===== config.mk =====
export PLATFORM = sky130hd
export DESIGN_NAME = fifo
export DESIGN_NICKNAME = d
export VERILOG_FILES = /design/src/rtl/fifo_pkg.sv /design/src/rtl/fifo_mem.sv /design/src/rtl/fifo.sv
export SDC_FILE = /design/constraint.sdc
export NUM_CORES = 1
export LEC_CHECK = 0
export CAP_MARGIN = 30
export CORE_MARGIN = 1
export CORE_UTILIZATION = 40
export DETAILED_ROUTE_END_ITERATION = 7
export GPL_TIMING_DRIVEN = 0
export PLACE_DENSITY = 0.67
export SYNTH_ARGS = -nofsm -noshare
export SYNTH_HDL_FRONTEND = slang
export SYNTH_SLANG_ARGS = --single-unit

===== constraint.sdc =====
create_clock -name clk -period 3.1 [get_ports clk]
set_input_delay 0.465 -clock clk [delete_from_list [all_inputs] [get_ports clk]]
set_output_delay 0.465 -clock clk [all_outputs]
set_load 0.005 [all_outputs]

===== src/rtl/fifo_pkg.sv =====
// -----------------------------------------------------------------------------
// fifo_pkg
// Shared constants and helpers for the synchronous FIFO and its storage.
//
// Contents:
//   FIFO_DEFAULT_DEPTH : default number of entries (16)
//   ptr_width()        : address width for a given depth, never below one bit
//   count_width()      : occupancy width able to hold 0..depth inclusive
// -----------------------------------------------------------------------------
package fifo_pkg;

   localparam int FIFO_DEFAULT_DEPTH = 16;

   // Address width for a storage array of 'depth' entries. A depth of one
   // would give $clog2 = 0, so the result is clamped to at least one bit to
   // keep every pointer a legal vector.
   function automatic int ptr_width(input int depth);
      int w;
      w = $clog2(depth);
      if (w < 1) begin
         w = 1;
      end
      return w;
   endfunction

   // Occupancy must represent both zero and 'depth', hence depth+1 states.
   function automatic int count_width(input int depth);
      return $clog2(depth + 1);
   endfunction

endpackage


===== src/rtl/fifo_mem.sv =====
// -----------------------------------------------------------------------------
// fifo_mem
// DEPTH x T storage for the FIFO. One synchronous write port and one
// synchronous read port whose output register only updates when a read is
// requested, so the last value read is held between reads. No reset: the
// array and the output register power up undefined and the controller masks
// the output until the first accepted read after reset.
//
// Ports:
//   clk       : clock, all updates on the rising edge
//   wr_en     : write strobe (already qualified by the controller)
//   wr_addr   : write address, 0..DEPTH-1
//   wr_data   : element to store
//   rd_en     : read strobe (already qualified by the controller)
//   rd_addr   : read address, 0..DEPTH-1
//   rd_data   : registered element read at the last rd_en edge
// -----------------------------------------------------------------------------
module fifo_mem
   import fifo_pkg::*;
#(
   parameter type T     = logic [7:0],
   parameter int  DEPTH = FIFO_DEFAULT_DEPTH,
   parameter int  AW    = ptr_width(DEPTH)
) (
   input  logic          clk,
   input  logic          wr_en,
   input  logic [AW-1:0] wr_addr,
   input  T              wr_data,
   input  logic          rd_en,
   input  logic [AW-1:0] rd_addr,
   output T              rd_data
);

   T mem [DEPTH];

   // Write port. The controller never presents an address >= DEPTH, so the
   // array index is always in range even for non power-of-two depths.
   always_ff @(posedge clk) begin
      if (wr_en) begin
         mem[wr_addr] <= wr_data;
      end
   end

   // Registered read port. Reading and writing the same address in one cycle
   // returns the old contents; the controller never reads an entry in the
   // same cycle it is written because writes into an empty FIFO are not
   // visible until the following cycle.
   always_ff @(posedge clk) begin
      if (rd_en) begin
         rd_data <= mem[rd_addr];
      end
   end

endmodule


===== src/rtl/fifo.sv =====
// -----------------------------------------------------------------------------
// fifo
// Single-clock first-in first-out buffer with a registered read port and no
// fall-through. Holds pointers, occupancy count, status flags and control;
// the entries themselves live in fifo_mem.
//
// Parameters:
//   T      : element type
//   DEPTH  : number of entries, 2..65536, any value
//
// Ports:
//   clk        : clock, all state updates on the rising edge
//   reset      : synchronous active-high reset, overrides read/write requests
//   write_en   : write request, accepted when not full
//   write_data : element to enqueue
//   read_en    : read request, accepted when not empty
//   read_data  : registered dequeued element, valid the cycle after an
//                accepted read and held until the next accepted read
//   full       : DEPTH entries stored
//   empty      : no entries stored
//   count      : current occupancy
// -----------------------------------------------------------------------------
module fifo
   import fifo_pkg::*;
#(
   parameter type T     = logic [7:0],
   parameter int  DEPTH = FIFO_DEFAULT_DEPTH
) (
   input  logic                         clk,
   input  logic                         reset,
   input  logic                         write_en,
   input  T                             write_data,
   input  logic                         read_en,
   output T                             read_data,
   output logic                         full,
   output logic                         empty,
   output logic [$clog2(DEPTH+1)-1:0]   count
);

   localparam int AW = ptr_width(DEPTH);
   localparam int CW = count_width(DEPTH);

   localparam logic [AW-1:0] LAST_ADDR  = AW'(DEPTH - 1);
   localparam logic [CW-1:0] FULL_COUNT = CW'(DEPTH);

   logic [AW-1:0] wr_ptr;
   logic [AW-1:0] rd_ptr;
   logic [AW-1:0] wr_ptr_next;
   logic [AW-1:0] rd_ptr_next;
   logic [CW-1:0] count_q;
   logic [CW-1:0] count_next;
   logic          full_q;
   logic          empty_q;
   logic          full_next;
   logic          empty_next;
   logic          wr_accept;
   logic          rd_accept;
   logic          out_cleared;
   T              mem_rd_data;

   // Requests are qualified against the registered flags, so a write into a
   // full FIFO or a read from an empty one simply never reaches storage.
   // A simultaneous read and write on a full FIFO therefore performs only
   // the read, and on an empty FIFO only the write.
   always_comb begin
      wr_accept = write_en && !full_q;
      rd_accept = read_en && !empty_q;
   end

   // Pointer advance with an explicit wrap compare so that depths which are
   // not powers of two cycle through exactly DEPTH addresses.
   always_comb begin
      wr_ptr_next = wr_ptr;
      rd_ptr_next = rd_ptr;
      if (wr_accept) begin
         wr_ptr_next = (wr_ptr == LAST_ADDR) ? '0 : wr_ptr + AW'(1);
      end
      if (rd_accept) begin
         rd_ptr_next = (rd_ptr == LAST_ADDR) ? '0 : rd_ptr + AW'(1);
      end
   end

   // Occupancy and the flags for the next cycle. Computing the flags from
   // the next count and registering them keeps full/empty free of
   // combinational glitches and mutually exclusive by construction.
   always_comb begin
      count_next = count_q;
      if (wr_accept && !rd_accept) begin
         count_next = count_q + CW'(1);
      end else if (rd_accept && !wr_accept) begin
         count_next = count_q - CW'(1);
      end
      full_next  = (count_next == FULL_COUNT);
      empty_next = (count_next == '0);
   end

   // Control state. Reset wins over any concurrent request and discards all
   // stored entries by collapsing both pointers and the count; the storage
   // array itself is left untouched. out_cleared forces read_data to zero
   // after reset until the first accepted read reloads the output register.
   always_ff @(posedge clk) begin
      if (reset) begin
         wr_ptr      <= '0;
         rd_ptr      <= '0;
         count_q     <= '0;
         full_q      <= 1'b0;
         empty_q     <= 1'b1;
         out_cleared <= 1'b1;
      end else begin
         wr_ptr  <= wr_ptr_next;
         rd_ptr  <= rd_ptr_next;
         count_q <= count_next;
         full_q  <= full_next;
         empty_q <= empty_next;
         if (rd_accept) begin
            out_cleared <= 1'b0;
         end
      end
   end

   // Storage. Strobes are gated by reset so a request coinciding with reset
   // does not disturb the array or the held output value.
   fifo_mem #(
      .T     (T),
      .DEPTH (DEPTH),
      .AW    (AW)
   ) u_mem (
      .clk     (clk),
      .wr_en   (wr_accept && !reset),
      .wr_addr (wr_ptr),
      .wr_data (write_data),
      .rd_en   (rd_accept && !reset),
      .rd_addr (rd_ptr),
      .rd_data (mem_rd_data)
   );

   // Output drive. The mask is a register, so read_data is still a purely
   // registered value after the final mux.
   always_comb begin
      read_data = out_cleared ? T'('0) : mem_rd_data;
      full      = full_q;
      empty     = empty_q;
      count     = count_q;
   end

endmodule


==> results of run 1 <==
==> final timing paths <==
kind,from,to
hold reg to reg,wr_ptr[1],wr_ptr[1]
hold / removal,reset,rd_ptr[3]
setup reg to reg,rd_ptr[1],u_mem.rd_data[4]
setup / recovery,write_en,u_mem.mem[10][5]
==> worst reg2reg max path, cell delays in order (launching register included) <==
cell and delay, ps:
sky130_fd_sc_hd__dfxtp_1 320, sky130_fd_sc_hd__buf_2 240, sky130_fd_sc_hd__clkbuf_1 570, sky130_fd_sc_hd__mux4_2 440, sky130_fd_sc_hd__mux2i_1 230, sky130_fd_sc_hd__a21oi_1 140
==> per-stage QoR <==
step | setup WS, ps | hold WS, ps | util [%] | power [mW]
finish | 775 | 512 | 47.8 | 4.83
global route | 692 | 540 | 47.8 | 4.99
detailed placement | 374 | 521 | 44.2 | 2.96
floorplan | 1390 | 481 | - | 2.74
global placement | 407 | 509 | 44.2 | 2.93
CTS | 802 | 505 | 47.8 | 4.85
==> Yosys cell counts, types with 3 or more instances <==
cell type                  instances
sky130_fd_sc_hd__nand3_1           4
sky130_fd_sc_hd__edfxtp_1        136
sky130_fd_sc_hd__nand2_1          13
sky130_fd_sc_hd__xor2_1            3
sky130_fd_sc_hd__mux4_2           17
sky130_fd_sc_hd__ha_1              7
sky130_fd_sc_hd__nor2_1           11
sky130_fd_sc_hd__and2_1           17
sky130_fd_sc_hd__buf_2             8
sky130_fd_sc_hd__inv_1             6
sky130_fd_sc_hd__xnor2_1           3
sky130_fd_sc_hd__dfxtp_1          16
sky130_fd_sc_hd__a211oi_1         10
sky130_fd_sc_hd__mux2i_1           8
sky130_fd_sc_hd__clkbuf_1          6
sky130_fd_sc_hd__mux4_1           15
sky130_fd_sc_hd__nor2b_1          18
sky130_fd_sc_hd__a21oi_1          17
sky130_fd_sc_hd__nor3_1            4
==> layer usage <==
metal,global-route usage [%],vias to the layer above
met2,24.9,112
met3,3.84,15
met5,0,-
met1,21.6,1622
li1,-,1466
met4,7.35,0
==> final cells by class <==
class | instances | share of cell area (%)
plain buffers | 19 | 1.78
clock buffers | 21 | 6.07
clock inverters | 10 | 1.45
inverters | 6 | 0.310
multi-input cells | 169 | 23.0
flip-flops and latches | 152 | 60.7
well taps | 188 | 3.24
repair buffers | 25 | 3.45
==> logic make-up after synthesis <==
kind of cell | count (synthesis)
flip-flops | 152
XOR/XNOR | 6
adder cells (fa/ha/maj) | 7
buffers and inverters | 25
AO/OA/AOI/OAI | 36
AND/OR/NAND/NOR | 80
multiplexers | 40
==> sequential cells by signal, indices dropped and copies added (netlist names) <==
name / cells
rd_ptr: 4
wr_ptr: 4
u_mem.mem: 128
out_cleared: 1
u_mem.rd_data: 8
empty: 1
full: 1
count: 5
==> report_power, final <==
part / total [mW] / internal, mW / switching, mW
Combinational: 0.572 / 0.288 / 0.284
Sequential: 2.34 / 2.29 / 0.0468
Clock: 1.92 / 1.17 / 0.749
Total: 4.83 / 3.75 / 1.08
==> layout by cell type (no fill, tap or decap), types with 6 or more instances in the layout <==
cell,n
sky130_fd_sc_hd__nor2b_1,18
sky130_fd_sc_hd__mux2i_1,8
sky130_fd_sc_hd__a21oi_1,17
sky130_fd_sc_hd__buf_2,8
sky130_fd_sc_hd__nor2_1,11
sky130_fd_sc_hd__dfxtp_1,16
sky130_fd_sc_hd__mux4_2,17
sky130_fd_sc_hd__mux4_1,15
sky130_fd_sc_hd__ha_1,7
sky130_fd_sc_hd__clkdlybuf4s50_1,25
sky130_fd_sc_hd__a211oi_1,10
sky130_fd_sc_hd__clkbuf_1,10
sky130_fd_sc_hd__inv_1,6
sky130_fd_sc_hd__edfxtp_1,136
sky130_fd_sc_hd__nand2_1,13
sky130_fd_sc_hd__clkbuf_16,17
sky130_fd_sc_hd__and2_1,17
==> metrics.cfg, run 1 <==
[routing]
route.antenna.remaining_nets = 0
avgViaCountPerCell = 5.45
via_count = 3215
drt_pre_antenna_iters = 4
drt_first_iter_violations = 196
routed.top_layer = met4
route.detailed.drc = 0
met1_length_um = 5310
totalWireLength_um = 12000
met2_length_um = 5850
routedWlPerCell_um = 20.3
dr_wl_met3_um = 654

[cts]
postCtsSetupBuffers = 0
cts.clk_slew.worst_paths_ps = 60
clock_tree.htree_level_count = 4
cts_made_buffers = 17
tritoncts = done
cts.hold.buffers_added = 0
clock_path_buffers = 2
postCtsResizedCells = 0
cts_root_buf = sky130_fd_sc_hd__clkbuf_16
worstSkewPairLatency_ps = 420
clkSinkCount = 152

[yosys]
synth-edff-count = 136
synth_largest_type_area_fraction_pct = 65.6
synth.top_cells.by_area = sky130_fd_sc_hd__edfxtp_1 66%, sky130_fd_sc_hd__mux4_1 6.3%, sky130_fd_sc_hd__mux4_2 6.1%, sky130_fd_sc_hd__dfxtp_1 5.1%, sky130_fd_sc_hd__nor2b_1 1.8%
synth.area.mux_share_pct = 13.8
synth_simple_gate_area_share_pct = 7.11
ys_types = 38
syn-instance-count = 346
synth_fa_ha_area_share_pct = 1.41
synth_top_flop_cell = sky130_fd_sc_hd__edfxtp_1
synth_area_um2 = 6230
main_combinational_cell_family_by_area_after_synthesis = multiplexers
yosys_reg_bits = 152
yosys_warnings = 0
mappedNetlistNets = 365
synth-compound-area-share_pct = 3.74
asyncSetResetFlopFracSynth_pct = 0
netlist.top_cell.by_area = sky130_fd_sc_hd__edfxtp_1
synth_xor_xnor_area_share_pct = 0.844
synth_sequential_area_ratio_pct = 70.7
syn_area_per_cell_um2 = 18.0

[setup_path]
timing.critical_path.arrival_ps = 2390
cp_num_buf_inv = 2
timing.critical_path.slowest_stage_cell = sky130_fd_sc_hd__nor4b_1
path_class = in2reg
critical_path.max_fanout = 10
cp_slowest_stage_delay_ps = 670
timing.critical_path.to_type = flop
cp-start-kind = input pin
path_cells = clkdlybuf4s50_1 > nand2b_1 > buf_2 > nor4b_1 > and2_1
worst_reg_to_reg_path_cell_count = 5
required_ps = 3160
ff2ff_setup_slack_ps = 890
path_delay_family = simple AND/OR/NAND/NOR gates
worstSetupPathDepth = 5

[status]
status = completed

[cells_and_area]
multiInputGateArea_um2 = 1670
layout-area-overhead-vs-synth_pct = 16.6
nNetsFinal = 409
instances_no_fill = 590
proportion_of_layout_cells_with_a_drive_suffix_above_1_pct = 13.9
insertedDiodeCount = 0
final.fill_count = 1251
finalInstanceArea_um2 = 7260
seqCellArea_um2 = 4400

[pwr]
vdd_ir_drop_max_mv = 0.412
power.static_leakage_nw = 2.30
pwr_density_cell_nw_per_um2 = 665

[floorplanning]
rows = 45
ioPinCount = 27
start_util_pct = 41.0
die_area_um2 = 16100
die_x_um = 127
fp.coreArea_um2 = 15200
floorplan.die.height_um = 127

[sta]
clock_skew_ps = 8.03
final-hold-violation-count = 0
timing.slew.headroom_pct = 47.1
timing.fmax_mhz = 430
tns_ps = 0
rsz_0062_raised_after_global_routing = no
drv_slew = 0
setup_viol = 0
timing.final.crit_share_pct = 75.0
worst_slew_pin_slew_ps = 782
period_needed_ps = 2320

[global_routing]
grt.overflow.total = 0
initial_antenna_violation_count = 0
grtUsageTotal_pct = 16.0
largest_net_degree_at_the_start_of_global_routing = 17
grt_first_pass_wirelength_um = 18300
grt_pass1_vias = 3106

[placement]
gp_congestion = 0.802
post_dp_cell_area_um2 = 6710
place.detailed.hpwl_um = 7760
total_of_buffers_placed_on_input_and_output_ports = 25
place.detailed.instances = 559

[flow_run]
maxCapViolCount = 0

[worst_hold_path]
min_path_cells = 2
hp-class = in2reg

Power figures use the tool's default switching activity.
==> run 2, diff against run 1 <==
==> constraint.sdc (replaced) <==
create_clock -name clk -period 2.3 [get_ports clk]
set_input_delay 0.345 -clock clk [delete_from_list [all_inputs] [get_ports clk]]
set_output_delay 0.345 -clock clk [all_outputs]
set_load 0.005 [all_outputs]
==> run 2 against run 1 <==
First-iteration DRC count rose by 2.0%. Critical path depth unchanged. Count of clock-buffer cells in the layout unchanged. Largest power group unchanged. Worst setup slack worse by 650 ps. Sequential power up 35%. Die area did not move. Register-to-register slack lost 760 ps. Utilization about the same. Combinational power is 34% higher.
==> metrics.cfg, run 2 (same netlist as run 1, synthesis figures left out) <==
[cells_and_area]
instances_no_fill = 590  ; unchanged
nNetsFinal = 409  ; unchanged
largest_register_ffs = 128  ; unchanged
layout-area-overhead-vs-synth_pct = 16.7  ; about the same
regMostFlops = u_mem.mem
multiInputGateArea_um2 = 1680  ; +0.37%
insertedDiodeCount = 0  ; unchanged
mostFrequentLayoutCell = sky130_fd_sc_hd__edfxtp_1
final.fill_count = 1251  ; unchanged
proportion_of_layout_cells_with_a_drive_suffix_above_1_pct = 14.2  ; +0.25 points
finalInstanceArea_um2 = 7270  ; about the same
most-common-layout-cells = 136 x sky130_fd_sc_hd__edfxtp_1, 25 x sky130_fd_sc_hd__clkdlybuf4s50_1, 18 x sky130_fd_sc_hd__nor2b_1
seqCellArea_um2 = 4400  ; unchanged

[routing]
drt_pre_antenna_iters = 5  ; +1
drt_first_iter_violations = 200  ; +2.0%
avgViaCountPerCell = 5.44  ; -0.19%
route.detailed.drc = 0  ; unchanged
route.antenna.remaining_nets = 0  ; unchanged
via_count = 3209  ; -0.19%
totalWireLength_um = 12000  ; +0.17%
routedWlPerCell_um = 20.4  ; +0.17%

[setup_path]
worstReg2RegStart = rd_ptr[1]
path_cells = buf_2 > clkbuf_1 > mux4_2 > mux2i_1 > a21oi_1
path_class = reg2reg
timing.critical_path.arrival_ps = 2300  ; -90 ps
cp_slowest_stage_delay_ps = 550  ; -120 ps
timing.critical_path.slowest_stage_cell = sky130_fd_sc_hd__clkbuf_1
cp-start-kind = flop
worstSetupPathDepth = 5  ; unchanged
critical_path.max_fanout = 10  ; unchanged
cp_num_buf_inv = 2  ; unchanged
worst_reg_to_reg_path_cell_count = 5  ; unchanged
required_ps = 2430  ; -730 ps
timing.critical_path.to_type = flop
path_delay_family = buffers and inverters
endpoint = u_mem.rd_data[4]
crit_path_start = rd_ptr[1]
reg2reg_to = u_mem.rd_data[4]
ff2ff_setup_slack_ps = 130  ; -760 ps

[sta]
period_needed_ps = 2170
rsz_0062_raised_after_global_routing = no
drv_slew = 0  ; unchanged
clock_skew_ps = 6.33  ; -1.69 ps
timing.hold.ws_ps = 412  ; -100 ps
final-hold-violation-count = 0  ; unchanged
timing.final.crit_share_pct = 94.4
timing.slew.headroom_pct = 54.9  ; +7.8 points
fin_ws_ps = 128  ; -647 ps
worst_slew_pin_slew_ps = 667  ; -115 ps
timing.fmax_mhz = 460
setup_viol = 0  ; unchanged

[cts]
cts_made_buffers = 17  ; unchanged
clock_tree.htree_level_count = 4  ; unchanged
cts.hold.buffers_added = 0  ; unchanged
cts.clk_slew.worst_paths_ps = 60  ; about the same
worstSkewPairLatency_ps = 420  ; about the same
clock_path_buffers = 2  ; unchanged
tritoncts = done
clkSinkCount = 152  ; unchanged
cts_root_buf = sky130_fd_sc_hd__clkbuf_16

[placement]
place.detailed.hpwl_um = 7760  ; unchanged
place.detailed.instances = 559  ; unchanged
post_dp_cell_area_um2 = 6710  ; unchanged
total_of_buffers_placed_on_input_and_output_ports = 25  ; unchanged
gp_congestion = 0.802  ; unchanged
detailedPlace.worstSlack_ps = -306  ; -680 ps

[pwr]
power.static_leakage_nw = 2.30  ; about the same
seq_power_share_pct = 48.4  ; about the same
vdd_ir_drop_max_mv = 0.555  ; +35%
netSwitchingPower_mw = 1.45  ; +35%
switching_share_pct = 22.3  ; -0.024 points
pwr_density_cell_nw_per_um2 = 895  ; +35%
share_clk_of_total_power_pct = 39.7  ; about the same
comb_power_share_pct = 11.8  ; about the same
power.internal_mw = 5.05  ; +35%

[global_routing]
grt.overflow.total = 0  ; unchanged
largest_net_degree_at_the_start_of_global_routing = 17  ; unchanged
initial_antenna_violation_count = 0  ; unchanged
grt_pass1_vias = 3106  ; unchanged
grt_first_pass_wirelength_um = 18300  ; unchanged
grtUsageTotal_pct = 16.0  ; unchanged

[floorplanning]
fp.coreArea_um2 = 15200  ; unchanged
ioPinCount = 27  ; unchanged
rows = 45  ; unchanged
floorplan.die.height_um = 127  ; unchanged
die_x_um = 127  ; unchanged
start_util_pct = 41.0  ; unchanged
die_area_um2 = 16100  ; unchanged

[flow_run]
maxCapViolCount = 0  ; unchanged

[status]
status = completed

[worst_hold_path]
min_path_cells = 2  ; unchanged
hp-class = in2reg

run 2: changes by cell type in the layout (fill, tap and decap cells not counted):
cell and delta:
sky130_fd_sc_hd__nor4b_1 -1, sky130_fd_sc_hd__nor4b_2 +1
run 2: timing repair:
action                     CTS  global route
setup endpoints to repair    0             8
buffers inserted             0             0
resized for setup            0             1
run 2: cell type report:
cell class	count	share of cell area [%]
repair buffers	25	3.44
multi-input cells	169	23.1
clock buffers	21	6.06
flip-flops and latches	152	60.6
clock inverters	10	1.45
inverters	6	0.310
well taps	188	3.24
plain buffers	19	1.77
run 2: per-stage QoR:
| step | total power [mW] | util (%) | setup TNS [ps] |
|---|---|---|---|
| detailed placement | 3.98 | 44.2 | -15710 |
| global placement | 3.95 | 44.2 | -12070 |
| finish | 6.50 | 47.8 | 0 |
| CTS | 6.54 | 47.8 | 0 |
| global route | 6.72 | 47.8 | 0 |
| floorplan | 3.69 | - | 0 |
run 2: worst min path at each step:
stage / startpoint / to / slack [ps]
floorplan: write_data[0] / u_mem.mem[0][0] / 440
CTS: reset / rd_ptr[3] / 390
global placement: wr_ptr[1] / wr_ptr[1] / 510
finish: reset / rd_ptr[3] / 410
detailed placement: wr_ptr[1] / wr_ptr[1] / 520
global route: reset / rd_ptr[3] / 430
run 2: per-layer routing:
| metal | global-route usage, % | share of wire [%] | up-vias |
|---|---|---|---|
| met3 | 3.84 | 5.8 | 17 |
| li1 | - | - | 1461 |
| met5 | 0 | 0 | - |
| met1 | 21.6 | 44 | 1618 |
| met2 | 24.9 | 48 | 113 |
| met4 | 7.35 | 1.7 | 0 |
run 2: worst reg2reg max path, delay by kind of cell, from the launching register on:
| family | cells | cell delay (ps) |
|---|---|---|
| AO/OA/AOI/OAI | 1 | 130 |
| buffers and inverters | 2 | 790 |
| multiplexers | 2 | 640 |
| flip-flops | 1 | 320 |
run 2: power by group through the flow:
stage	Clock, mW	Sequential [mW]	Combinational, mW
4_1_cts	2.61	3.15	0.779
6_report	2.58	3.15	0.769
2_1_floorplan	0	3.19	0.496
5_1_grt	2.72	3.16	0.843
3_3_place_gp	0	3.20	0.753
3_5_place_dp	0	3.21	0.777
